--- config.mk ---
export PLATFORM = sky130hd
export DESIGN_NAME = fmul_norm_round
export DESIGN_NICKNAME = d
export VERILOG_FILES = /design/src/rtl/fmul_norm_round.sv
export SDC_FILE = /design/constraint.sdc
export NUM_CORES = 1
export LEC_CHECK = 0
export ABC_AREA = 1
export BUFFER_PORTS_ARGS = -buffer_cell sky130_fd_sc_hd__buf_2
export CAP_MARGIN = 20
export CELL_PAD_IN_SITES_DETAIL_PLACEMENT = 0
export CELL_PAD_IN_SITES_GLOBAL_PLACEMENT = 1
export CORE_MARGIN = 3
export CORE_UTILIZATION = 35
export CTS_CLUSTER_DIAMETER = 200
export CTS_CLUSTER_SIZE = 24
export DETAILED_ROUTE_END_ITERATION = 7
export HOLD_SLACK_MARGIN = 0.1
export PLACE_DENSITY_LB_ADDON = 0.1
export SLEW_MARGIN = 20
export SYNTH_ARGS = -nofsm -noshare
export SYNTH_HDL_FRONTEND = slang
export SYNTH_SLANG_ARGS = --single-unit
--- constraint.sdc ---
create_clock -name clk -period 4.3 [get_ports clk]
set_input_delay 0 -clock clk [delete_from_list [all_inputs] [get_ports clk]]
set_output_delay 0 -clock clk [all_outputs]
set_load 0.005 [all_outputs]
--- src/rtl/fmul_norm_round.sv ---
// binary64 multiplier back end: normalizes the 116-bit significand product,
// rounds per rm, resolves specials and packs the result in a 2-stage pipe.
module fmul_norm_round (
    input  logic         clk,
    input  logic         rst,
    input  logic         in_valid,
    output logic         in_ready,
    input  logic [115:0] prod,
    input  logic         sign,
    input  logic [12:0]  exp_in,
    input  logic [1:0]   rm,
    input  logic         in_zero,
    input  logic         in_inf,
    input  logic         in_nan,
    output logic         out_valid,
    input  logic         out_ready,
    output logic [63:0]  result,
    output logic [2:0]   flags
);

    localparam logic [1:0] RNE = 2'd0;
    localparam logic [1:0] RUP = 2'd2;
    localparam logic [1:0] RDN = 2'd3;

    logic               s1_valid;
    logic               s2_valid;
    logic               s1_adv;
    logic [51:0]        s1_mant;
    logic               s1_g;
    logic               s1_r;
    logic               s1_s;
    logic signed [12:0] s1_e;
    logic               s1_sign;
    logic [1:0]         s1_rm;
    logic               s1_zero;
    logic               s1_inf;
    logic               s1_nan;

    logic               hi;
    logic [51:0]        n_mant;
    logic               n_g;
    logic               n_r;
    logic               n_s;
    logic signed [12:0] n_e;

    logic               inc;
    logic               inexact;
    logic               carry;
    logic [51:0]        mant_r;
    logic signed [12:0] e_f;
    logic [63:0]        res_c;
    logic [2:0]         flg_c;

    assign s1_adv    = !s2_valid || out_ready;
    assign in_ready  = !s1_valid || s1_adv;
    assign out_valid = s2_valid;

    // Product of two [1,2) significands lies in [1,4); bit 115 picks the shift.
    always_comb begin
        hi     = prod[115];
        n_mant = hi ? prod[114:63] : prod[113:62];
        n_g    = hi ? prod[62] : prod[61];
        n_r    = hi ? prod[61] : prod[60];
        n_s    = hi ? |prod[60:0] : |prod[59:0];
        n_e    = exp_in + {12'b0, hi};
    end

    always_comb begin
        inexact = s1_g || s1_r || s1_s;
        inc     = 1'b0;
        unique case (s1_rm)
            RNE:     inc = s1_g && (s1_r || s1_s || s1_mant[0]);
            RUP:     inc = !s1_sign && inexact;
            RDN:     inc = s1_sign && inexact;
            default: inc = 1'b0;
        endcase
        // Carry out of the fraction means the significand rounded up to 2.0.
        {carry, mant_r} = {1'b0, s1_mant} + {52'b0, inc};
        e_f = s1_e + {12'b0, carry};
        res_c = {s1_sign, e_f[10:0], mant_r};
        flg_c = {2'b00, inexact};
        if (s1_nan) begin
            res_c = 64'h7FF8000000000000;
            flg_c = 3'b000;
        end else if (s1_inf) begin
            res_c = {s1_sign, 11'h7FF, 52'h0};
            flg_c = 3'b000;
        end else if (s1_zero) begin
            res_c = {s1_sign, 63'h0};
            flg_c = 3'b000;
        end else if (e_f >= 13'sd2047) begin
            flg_c = 3'b101;
            if (s1_rm == RNE || (s1_rm == RUP && !s1_sign) ||
                (s1_rm == RDN && s1_sign))
                res_c = {s1_sign, 11'h7FF, 52'h0};
            else
                res_c = {s1_sign, 11'h7FE, {52{1'b1}}};
        end else if (e_f <= 13'sd0) begin
            res_c = {s1_sign, 63'h0};
            flg_c = 3'b011;
        end
    end

    always_ff @(posedge clk) begin
        if (rst) begin
            s1_valid <= 1'b0;
            s2_valid <= 1'b0;
            result   <= 64'h0;
            flags    <= 3'b000;
        end else begin
            if (in_ready) begin
                s1_valid <= in_valid;
                if (in_valid) begin
                    s1_mant <= n_mant;
                    s1_g    <= n_g;
                    s1_r    <= n_r;
                    s1_s    <= n_s;
                    s1_e    <= n_e;
                    s1_sign <= sign;
                    s1_rm   <= rm;
                    s1_zero <= in_zero;
                    s1_inf  <= in_inf;
                    s1_nan  <= in_nan;
                end
            end
            if (s1_adv) begin
                s2_valid <= s1_valid;
                if (s1_valid) begin
                    result <= res_c;
                    flags  <= flg_c;
                end
            end
        end
    end

endmodule
# Word-level counts from Yosys, hierarchy flattened
# Index checks and enable logic that the tools add are counted.
# Widths: inputs -> output; s select.
[totals]
ff_bits = 143
inputBits = 139
out_inout_bits = 69
word_cells = 59
[op_classes]
add_sub_neg = 3
n_lt_le_gt_ge = 2
eq_ne = 2
mux = 16
n_bitwise = 1
reduce_logical = 21
[op_table]
columns = ["cell", "n"]
rows = [
  ["$mux 63", 4],
  ["$mux 64", 1],
  ["$reduce_or 61->1", 1],
  ["$reduce_or 60->1", 1],
  ["$add 52x1->53", 1],
  ["$mux 53", 1],
  ["$mux 52", 1],
  ["$add 13x1->13", 2],
  ["$ge 13x12->1 const B", 1],
  ["$le 13x1->1 const B", 1],
  ["$mux 3", 4],
  ["$logic_or 1x1->1", 8],
  ["$logic_and 1x1->1", 5],
  ["$eq 2x2->1 const B", 2],
  ["$logic_not 1->1", 3],
  ["$mux 1", 3],
  ["$pmux 1 s3", 1],
  ["$reduce_and 3->1", 1],
  ["$logic_not 2->1", 1],
  ["$mux 2", 1],
  ["$reduce_and 2->1", 1],
  ["$not 1->1", 1],
]

# Depth between registers and ports, before layout
# Gate-level depths: netlist of run 1.
[logic_depth]
depth_word = 12
ltp_mapped = 36
mapped_depth_nobuf = 33

# Worst setup path before layout of run 1
# Ideal clock, no wire load.
[synth_path]
path_type = "reg-to-reg"
start = "reg s1_rm[0]"
end = "reg result[52]"
setup_ns = 0.072
arrival_ns = 4.439
required_ns = 4.228
setup_slack_ns = -0.211
path_stages_with_launch = 34
path_buffers = 4
period_less_slack_ns = 4.511
path_cell_list = "edfxtp_1 -> nand2_1 -> inv_1 -> ha_1 -> nor2_1 -> nand2_1 -> nand2_1 -> ha_1 -> ha_1 -> buf_2 -> nand2_1 -> nor2_2 -> nand2_1 -> inv_1 -> nand4_1 -> nor3_1 -> nand2_1 -> nor3_1 -> nor4b_1 -> ha_1 -> ha_1 -> buf_4 -> inv_2 -> nor2_2 -> nand3_2 -> inv_1 -> nand3_2 -> xor2_4 -> buf_6 -> buf_2 -> nand3_1 -> nand2_1 -> nand3_1 -> a21oi_1"
[synth_via]
elab_chain_len = 10
elab_cells_between_ends = 18
classes_between = "2 x add/sub; 2 x order compare; 2 x eq/ne; 7 x mux; 5 x reduce/logical"
[synth_lines]
columns = ["element", "line", "rtl"]
rows = [
  ["start: declaration", "34", "logic [1:0] s1_rm;"],
  ["start signal: assignment", "120", "s1_rm <= rm;"],
  ["$eq 2x2->1, or another cell as far along", "71, 94", ""],
  ["$pmux 1 s3", "71", "unique case (s1_rm)"],
  ["$add 52x1->53", "78", "{carry, mant_r} = {1'b0, s1_mant} + {52'b0, inc};"],
  ["$add 13x1->13", "79", "e_f = s1_e + {12'b0, carry};"],
  ["$le 13x1->1", "98", "end else if (e_f <= 13'sd0) begin"],
  ["$mux 63", "98", ""],
  ["$mux 63 *", "91", "end else if (e_f >= 13'sd2047) begin"],
  ["$mux 63 *", "88", "end else if (s1_zero) begin"],
  ["$mux 63 *", "85", "end else if (s1_inf) begin"],
  ["$mux 64 *", "82", "if (s1_nan) begin"],
  ["end signal: assignment", "129", "result <= res_c;"],
  ["end: declaration", "17", "output logic [63:0] result,"],
]
# Every way passes the cells marked *; elsewhere a longest branch is shown, timed or not.
# A chain may end at the register's enable or synchronous reset.

# Worst setup path after layout of run 1
[layout_path]
start = "reg s1_rm[1]"
end = "reg result[5]"
# Same word-level chain as after synthesis.

==> reports/qor.txt, run 1 <==
Design Power - 3.50 mW
Syn Area/Cell - 7.28 µm²
overall die height - 164 µm
I/O pins - 208
Final HPWL DP - 22,100 µm
FF+latch count, synth - 143
Avg WL per Cell - 16.0 µm
Worst slew margin - 22.2%
Die ar. - 26,800 µm²
largest net degree at the start of global routing - 110
Synth top cells by count - nand2_1, nor2_1, nand3_1
Syn Nets - 1,343
Hold Path Cell Cnt - 3
Die Span X - 164 µm
drt total wl - 30,300 µm
routed vias/inst - 4.80
hold violation count in the final report - 0
Core Box Area - 24,400 µm²
post-synthesis sequential area ratio - 41.4%
Clock Tree Root - clkbuf_16
worst setup path startpoint - s1_rm[1]$_DFFE_PP_
Final ANT Viol Nets - 0
DR iter-0 viols - 605
Max stage delay cell, worst path - edfxtp_1
Area Overhead vs Synth - 45.8%
clock network power share - 41.1%
antenna violations before repair - 0
Pre-Repair DR Iteration Count - 4
RSZ-0062 raised after global routing - true
violated checks - negative setup slack
Crit Path Class - reg -> reg
number of clock sinks - 143
clk_skew - 0.0103 ns
crit path max fanout - 6
static leakage - 5.41 nW
Max-Cap Viols - 0
grt ovf - 0
YS warnings - 0
dpl cells - 1,720
Comb pwr share - 14.7%
CP max stage delay - 0.40 ns
Critical Path End Type - register
sequential share of power - 44.2%
setup TNS - -2.55 ns
f_max - 0.228 GHz
crit start category - register
WHS Endpoint - s1_e[1]$_DFFE_PP_
sw frac - 25.4%
pre-CTS WS - -0.124 ns
number of port buffers - 207
Post-synth EDFFs - 74
share of cells above drive strength 1 - 26.3%
Post-route DRC - 0
reg2reg start - s1_rm[1]$_DFFE_PP_
# fillers - 2,441
fraction of registers with async set/reset - 0%
status - finished with violations
CP dominant cell by count - nand2_1
final setup fails - 56
TritonCTS clock tree - yes
routed vias - 9,068
Final Max Tran Viols - 0
Int Power - 2.61 mW
distinct cell type count after synthesis - 40
Tot GR Track Use - 21.3%
Starting Density - 35.7%
RD Place Congestion - 0.902
Yosys top cell area share - 25.5%
peak supply drop - 0.220 mV
Tcrit/Tclk final - 102%
vias in the first global route - 8,550
Setup WS post-layout - -0.0830 ns
mapped cell area - 8700 µm²
H-tree levels - 4
Synth Instances - 1,196
Final Instance Count excl. Fillers - 1,888
Area contributors post-synth - edfxtp_1, dfxtp_1, nand2_1
worst-margin pin slew - 1.16 ns
worst hold start - exp_in[0]
crit path DAT - 4.66 ns
Num CTS Buffers - 17
row count - 57
post-layout minimum cycle time - 4.38 ns
RR Endpoint - result[5]$_SDFFE_PP0P_
Clock transition at path regs - 0.06 ns
HP Class - in -> reg
first-pass GRT wire length - 44,900 µm
Data required, critical path - 4.58 ns
count leader, synth - nand2_1
latest clock arrival within the worst-skew pair - 0.42 ns
reg2reg setup slack - -0.08 ns
Final nets - 1,698
leading area contributor after synthesis - edfxtp_1
ys flop type - edfxtp_1
worst r2r path cells - 29
Net Sw Power - 0.890 mW
Diodes inserted - 0
power density over the cells - 276 nW/µm²
Longest Clk Path Bufs - 2
==> worst max path at each step <==
stage	slack (ns)	to
2_1_floorplan	0.009	result[52]$_SDFFE_PP0P_
3_3_place_gp	0.002	result[15]$_SDFFE_PP0P_
3_5_place_dp	-0.12	result[15]$_SDFFE_PP0P_
4_1_cts	0.01	result[15]$_SDFFE_PP0P_
5_1_grt	-0.34	result[41]$_SDFFE_PP0P_
6_report	-0.08	result[5]$_SDFFE_PP0P_
==> stage by stage <==
stage,util [%],hold slack (ns),instance area (µm²)
after floorplan,-,0.0989,8720
after global placement,42.1,0.179,10300
after detailed placement,42.1,0.184,10300
after CTS,49.4,0.141,12000
after global routing,52.0,0.167,12700
final,52.0,0.132,12700
==> layer usage <==
metal | global-route usage [%] | vias to the layer above | routed length (µm)
met5 | 0 | - | 0
met4 | 6.31 | 0 | 514
met3 | 2.85 | 26 | 1350
met2 | 32.0 | 265 | 13500
met1 | 31.9 | 4087 | 14900
li1 | - | 4690 | -
==> worst max-delay path, delay by kind of cell (launching register included) <==
| family | cells | cell delay, ns |
|---|---|---|
| and+or+nand+nor | 20 | 2.47 |
| buffers and inverters | 3 | 0.32 |
| adders and majority gates | 5 | 0.99 |
| DFF | 1 | 0.40 |
| AOI/OAI and AO/OA | 1 | 0.07 |
==> layout make-up <==
cell class                 instances  area [µm²]  share of cell area [%]
tap                              324         405                    3.19
inverter                          85         322                    2.53
sequential                       143        3600                    28.4
multi-input combinational        915        4890                    38.5
clock inverter                    10        87.6                   0.690
clock buffer                      22         487                    3.84
timing repair buffer             389        2890                    22.8
==> state kept, by name, summed over array words and instances (netlist names) <==
register	count
s1_inf	1
result	64
s1_rm	2
s1_e	13
flags	3
s1_sign	1
s1_r	1
out_valid	1
s1_mant	52
s1_s	1
s1_g	1
s1_nan	1
s1_valid	1
s1_zero	1
==> what timing repair did <==
| action | 4_1_cts | 5_1_grt |
|---|---|---|
| buffers inserted | 1 | 4 |
| endpoints found under the setup margin | 53 | 66 |
| hold buffers | 117 | 0 |
| resized for setup | 3 | 100 |
| gates cloned | 0 | 14 |
| pin swaps | 0 | 38 |
| endpoints found under the hold margin | 86 | 0 |
==> placed cells by master, fill, tap and decap left out, types with 34 or more instances in the layout <==
cell           instances
nand3b_1              34
nand3_1               78
o21ai_0               39
dfxtp_1               69
inv_1                 78
edfxtp_1              74
buf_4                 42
nor2_1               138
nand3_2               34
buf_2                207
nand2_1              335
a21oi_1               78
dlygate4sd3_1        117
==> power groups by stage <==
| stage | logic (mW) | registers [mW] | clock network [mW] |
|---|---|---|---|
| floorplan | 0.220 | 1.56 | 0 |
| global placement | 0.386 | 1.57 | 0 |
| detailed placement | 0.386 | 1.57 | 0 |
| CTS | 0.477 | 1.54 | 1.47 |
| global route | 0.572 | 1.55 | 1.53 |
| finish | 0.515 | 1.55 | 1.44 |
==> kinds of logic (layout without fill, tap and decap cells) <==
family                     count (synthesis)  count (layout)  share of synthesized area (%)
and+or+nand+nor                          712             715                           36.4
DFF                                      143             143                           41.4
xor gates and xnor gates                  43              43                           4.54
buffers and inverters                    141             506                           7.37
adders and majority gates                  8               8                           1.15
AOI/OAI and AO/OA                        149             149                           9.10
(Power assumes the default switching activity.)
==> inputs of run 2 (changes only) <==
Settings changed: CORE_MARGIN 3 to 2, CORE_UTILIZATION 35 to 39.
Clock period 4.3 ns to 4.9 ns, I/O delays scaled along.
==> run 2 against run 1 <==
Against the previous run: the flow now finishes without violations; sequential share of layout area up 2.2 points; non-clock buffer count shrank 49; worst hold slack worse by 0.043 ns; first-iteration DRC count fell by 17%; highest routed layer unchanged.
==> reports/qor.txt, run 2 (synthesized netlist as in run 1, its figures left out) <==
static leakage - 5.08 nW (-6.1%)
Starting Density - 39.8% (+4.1 points)
crit start category - register
RD Place Congestion - 0.908 (+0.68%)
Post-route DRC - 0 (unchanged)
Most flops, register - result
post-layout minimum cycle time - 4.53 ns (+0.149 ns)
Final Max Tran Viols - 0 (unchanged)
Hold Path Cell Cnt - 2 (-1)
Max stage delay cell, worst path - edfxtp_1
# fillers - 2,176 (-11%)
biggest regs - result (64), s1_mant (52), s1_e (13)
worst-margin pin slew - 0.956 ns (-0.207 ns)
clk_skew - 0.0141 ns (+0.00377 ns)
Diodes inserted - 0 (unchanged)
Tcrit/Tclk final - 92.5% (-9.4 points)
Clock Tree Root - clkbuf_16
Tot GR Track Use - 23.3% (+2.0 points)
setup TNS - 0 ns (+2.55 ns)
Final nets - 1,646 (-3.1%)
number of port buffers - 207 (unchanged)
Num CTS Buffers - 17 (unchanged)
CP dominant cell by count - nand2_1
first-pass GRT wire length - 43,300 µm (-3.6%)
worst r2r path cells - 31 (+6.9%)
row count - 54 (-5.3%)
Core Box Area - 21,900 µm² (-10%)
reg2reg setup slack - 0.37 ns (+0.45 ns)
Data required, critical path - 5.25 ns (+0.67 ns)
Largest register FFs - 64 (unchanged)
FF/Latch Area - 3600 µm² (unchanged)
vias in the first global route - 8,138 (-4.8%)
Longest Clk Path Bufs - 2 (unchanged)
hold violation count in the final report - 0 (unchanged)
Pre-Repair DR Iteration Count - 5 (+1)
Final Instance Count excl. Fillers - 1,792 (-5.1%)
TritonCTS clock tree - yes
HP Class - in -> reg
Final ANT Viol Nets - 0 (unchanged)
Area Overhead vs Synth - 35.4%
Final HPWL DP - 20,600 µm (-6.9%)
I/O pins - 208 (unchanged)
Critical Path End Type - register
drt total wl - 27,700 µm (-8.4%)
CP max stage delay - 0.41 ns (about the same)
commonest non-fill, non-tap cells in the layout - nand2_1, buf_2, nor2_1
Avg WL per Cell - 15.5 µm (-3.5%)
share of cells above drive strength 1 - 19.2% (-7.1 points)
dpl cells - 1,641 (-4.6%)
routed vias - 8,832 (-2.6%)
crit path DAT - 4.88 ns (+0.22 ns)
Max-Cap Viols - 0 (unchanged)
f_max - 0.221 GHz (-3.3%)
status - finished, final reports clean
Die ar. - 23,500 µm² (-12%)
H-tree levels - 4 (unchanged)
worst hold start - rst
peak supply drop - 0.148 mV (-33%)
most common cell after layout, fill and taps aside - nand2_1
overall die height - 153 µm (-6.3%)
WHS Endpoint - result[0]$_SDFFE_PP0P_
antenna violations before repair - 0 (unchanged)
final setup fails - 0 (-100%)
Clock transition at path regs - 0.06 ns (about the same)
number of clock sinks - 143 (unchanged)
Worst slew margin - 36.0% (+14 points)
power density over the cells - 261 nW/µm² (-5.5%)
Die Span X - 153 µm (-6.3%)
Crit Path Class - reg -> reg
largest net degree at the start of global routing - 110 (unchanged)
grt ovf - 0 (unchanged)
footprint of the multi-input gates - 4510 µm² (-7.7%)
routed vias/inst - 4.93 (+2.6%)
DR iter-0 viols - 500 (-17%)
latest clock arrival within the worst-skew pair - 0.43 ns (about the same)
RR Endpoint - result[17]$_SDFFE_PP0P_
reg2reg start - s1_rm[0]$_DFFE_PP_
crit path max fanout - 37 (+31)
run 2: final cells by class:
type,instances,share of cell area [%]
clock inverters,11,0.944
multi-input cells,912,38.3
inverters,85,2.71
well taps,280,2.97
repair buffers,340,20.4
clock buffers,21,4.10
flip-flops and latches,143,30.6
run 2: repair_timing:
action,4_1_cts,5_1_grt
gates resized for setup,1,9
pin swaps,0,1
endpoints found under the hold margin,76,0
buffers inserted,0,3
hold buffers,115,0
endpoints found under the setup margin,7,66
cloned,0,1
run 2: report_power, final:
part / internal [mW] / switching [mW]
Combinational: 0.198 / 0.211
Clock: 0.804 / 0.503
Sequential: 1.31 / 0.0435
run 2: worst max path at each step:
| stage | end | from | slack (ns) |
|---|---|---|---|
| after global routing | result[17]$_SDFFE_PP0P_ | s1_rm[0]$_DFFE_PP_ | -0.03 |
| after detailed placement | result[54]$_SDFFE_PP0P_ | s1_rm[0]$_DFFE_PP_ | -0.03 |
| after CTS | result[37]$_SDFFE_PP0P_ | s1_rm[0]$_DFFE_PP_ | 0.03 |
| after global placement | result[54]$_SDFFE_PP0P_ | s1_rm[0]$_DFFE_PP_ | 0.16 |
| after floorplan | result[52]$_SDFFE_PP0P_ | s1_rm[0]$_DFFE_PP_ | 0.39 |
| final | result[17]$_SDFFE_PP0P_ | s1_rm[0]$_DFFE_PP_ | 0.37 |
run 2: worst max-delay path, delay by kind of cell, from the launching register on:
kind	cells	cell delay, ns
AOI/OAI and AO/OA	1	0.14
DFF	1	0.41
buffers and inverters	6	0.62
and+or+nand+nor	18	1.95
adders and majority gates	5	1.02
xor gates and xnor gates	1	0.32
run 2: metal layers:
metal	GRT usage, %	share of wire [%]
met5	0	0
met4	9.35	3.0
met3	3.49	6.0
met2	34.5	42
met1	34.1	49
run 2: stage by stage:
stage	cell area [µm²]	util (%)	hold WS (ns)	total power [mW]	setup WS, ns
floorplan	8700	-	0.0989	1.56	0.389
CTS	11700	53.3	0.145	3.09	0.0349
detailed placement	9920	45.3	0.179	1.70	-0.0312
global placement	9920	45.3	0.190	1.70	0.164
finish	11800	53.9	0.0893	3.07	0.368
global route	11800	53.9	0.108	3.21	-0.0256
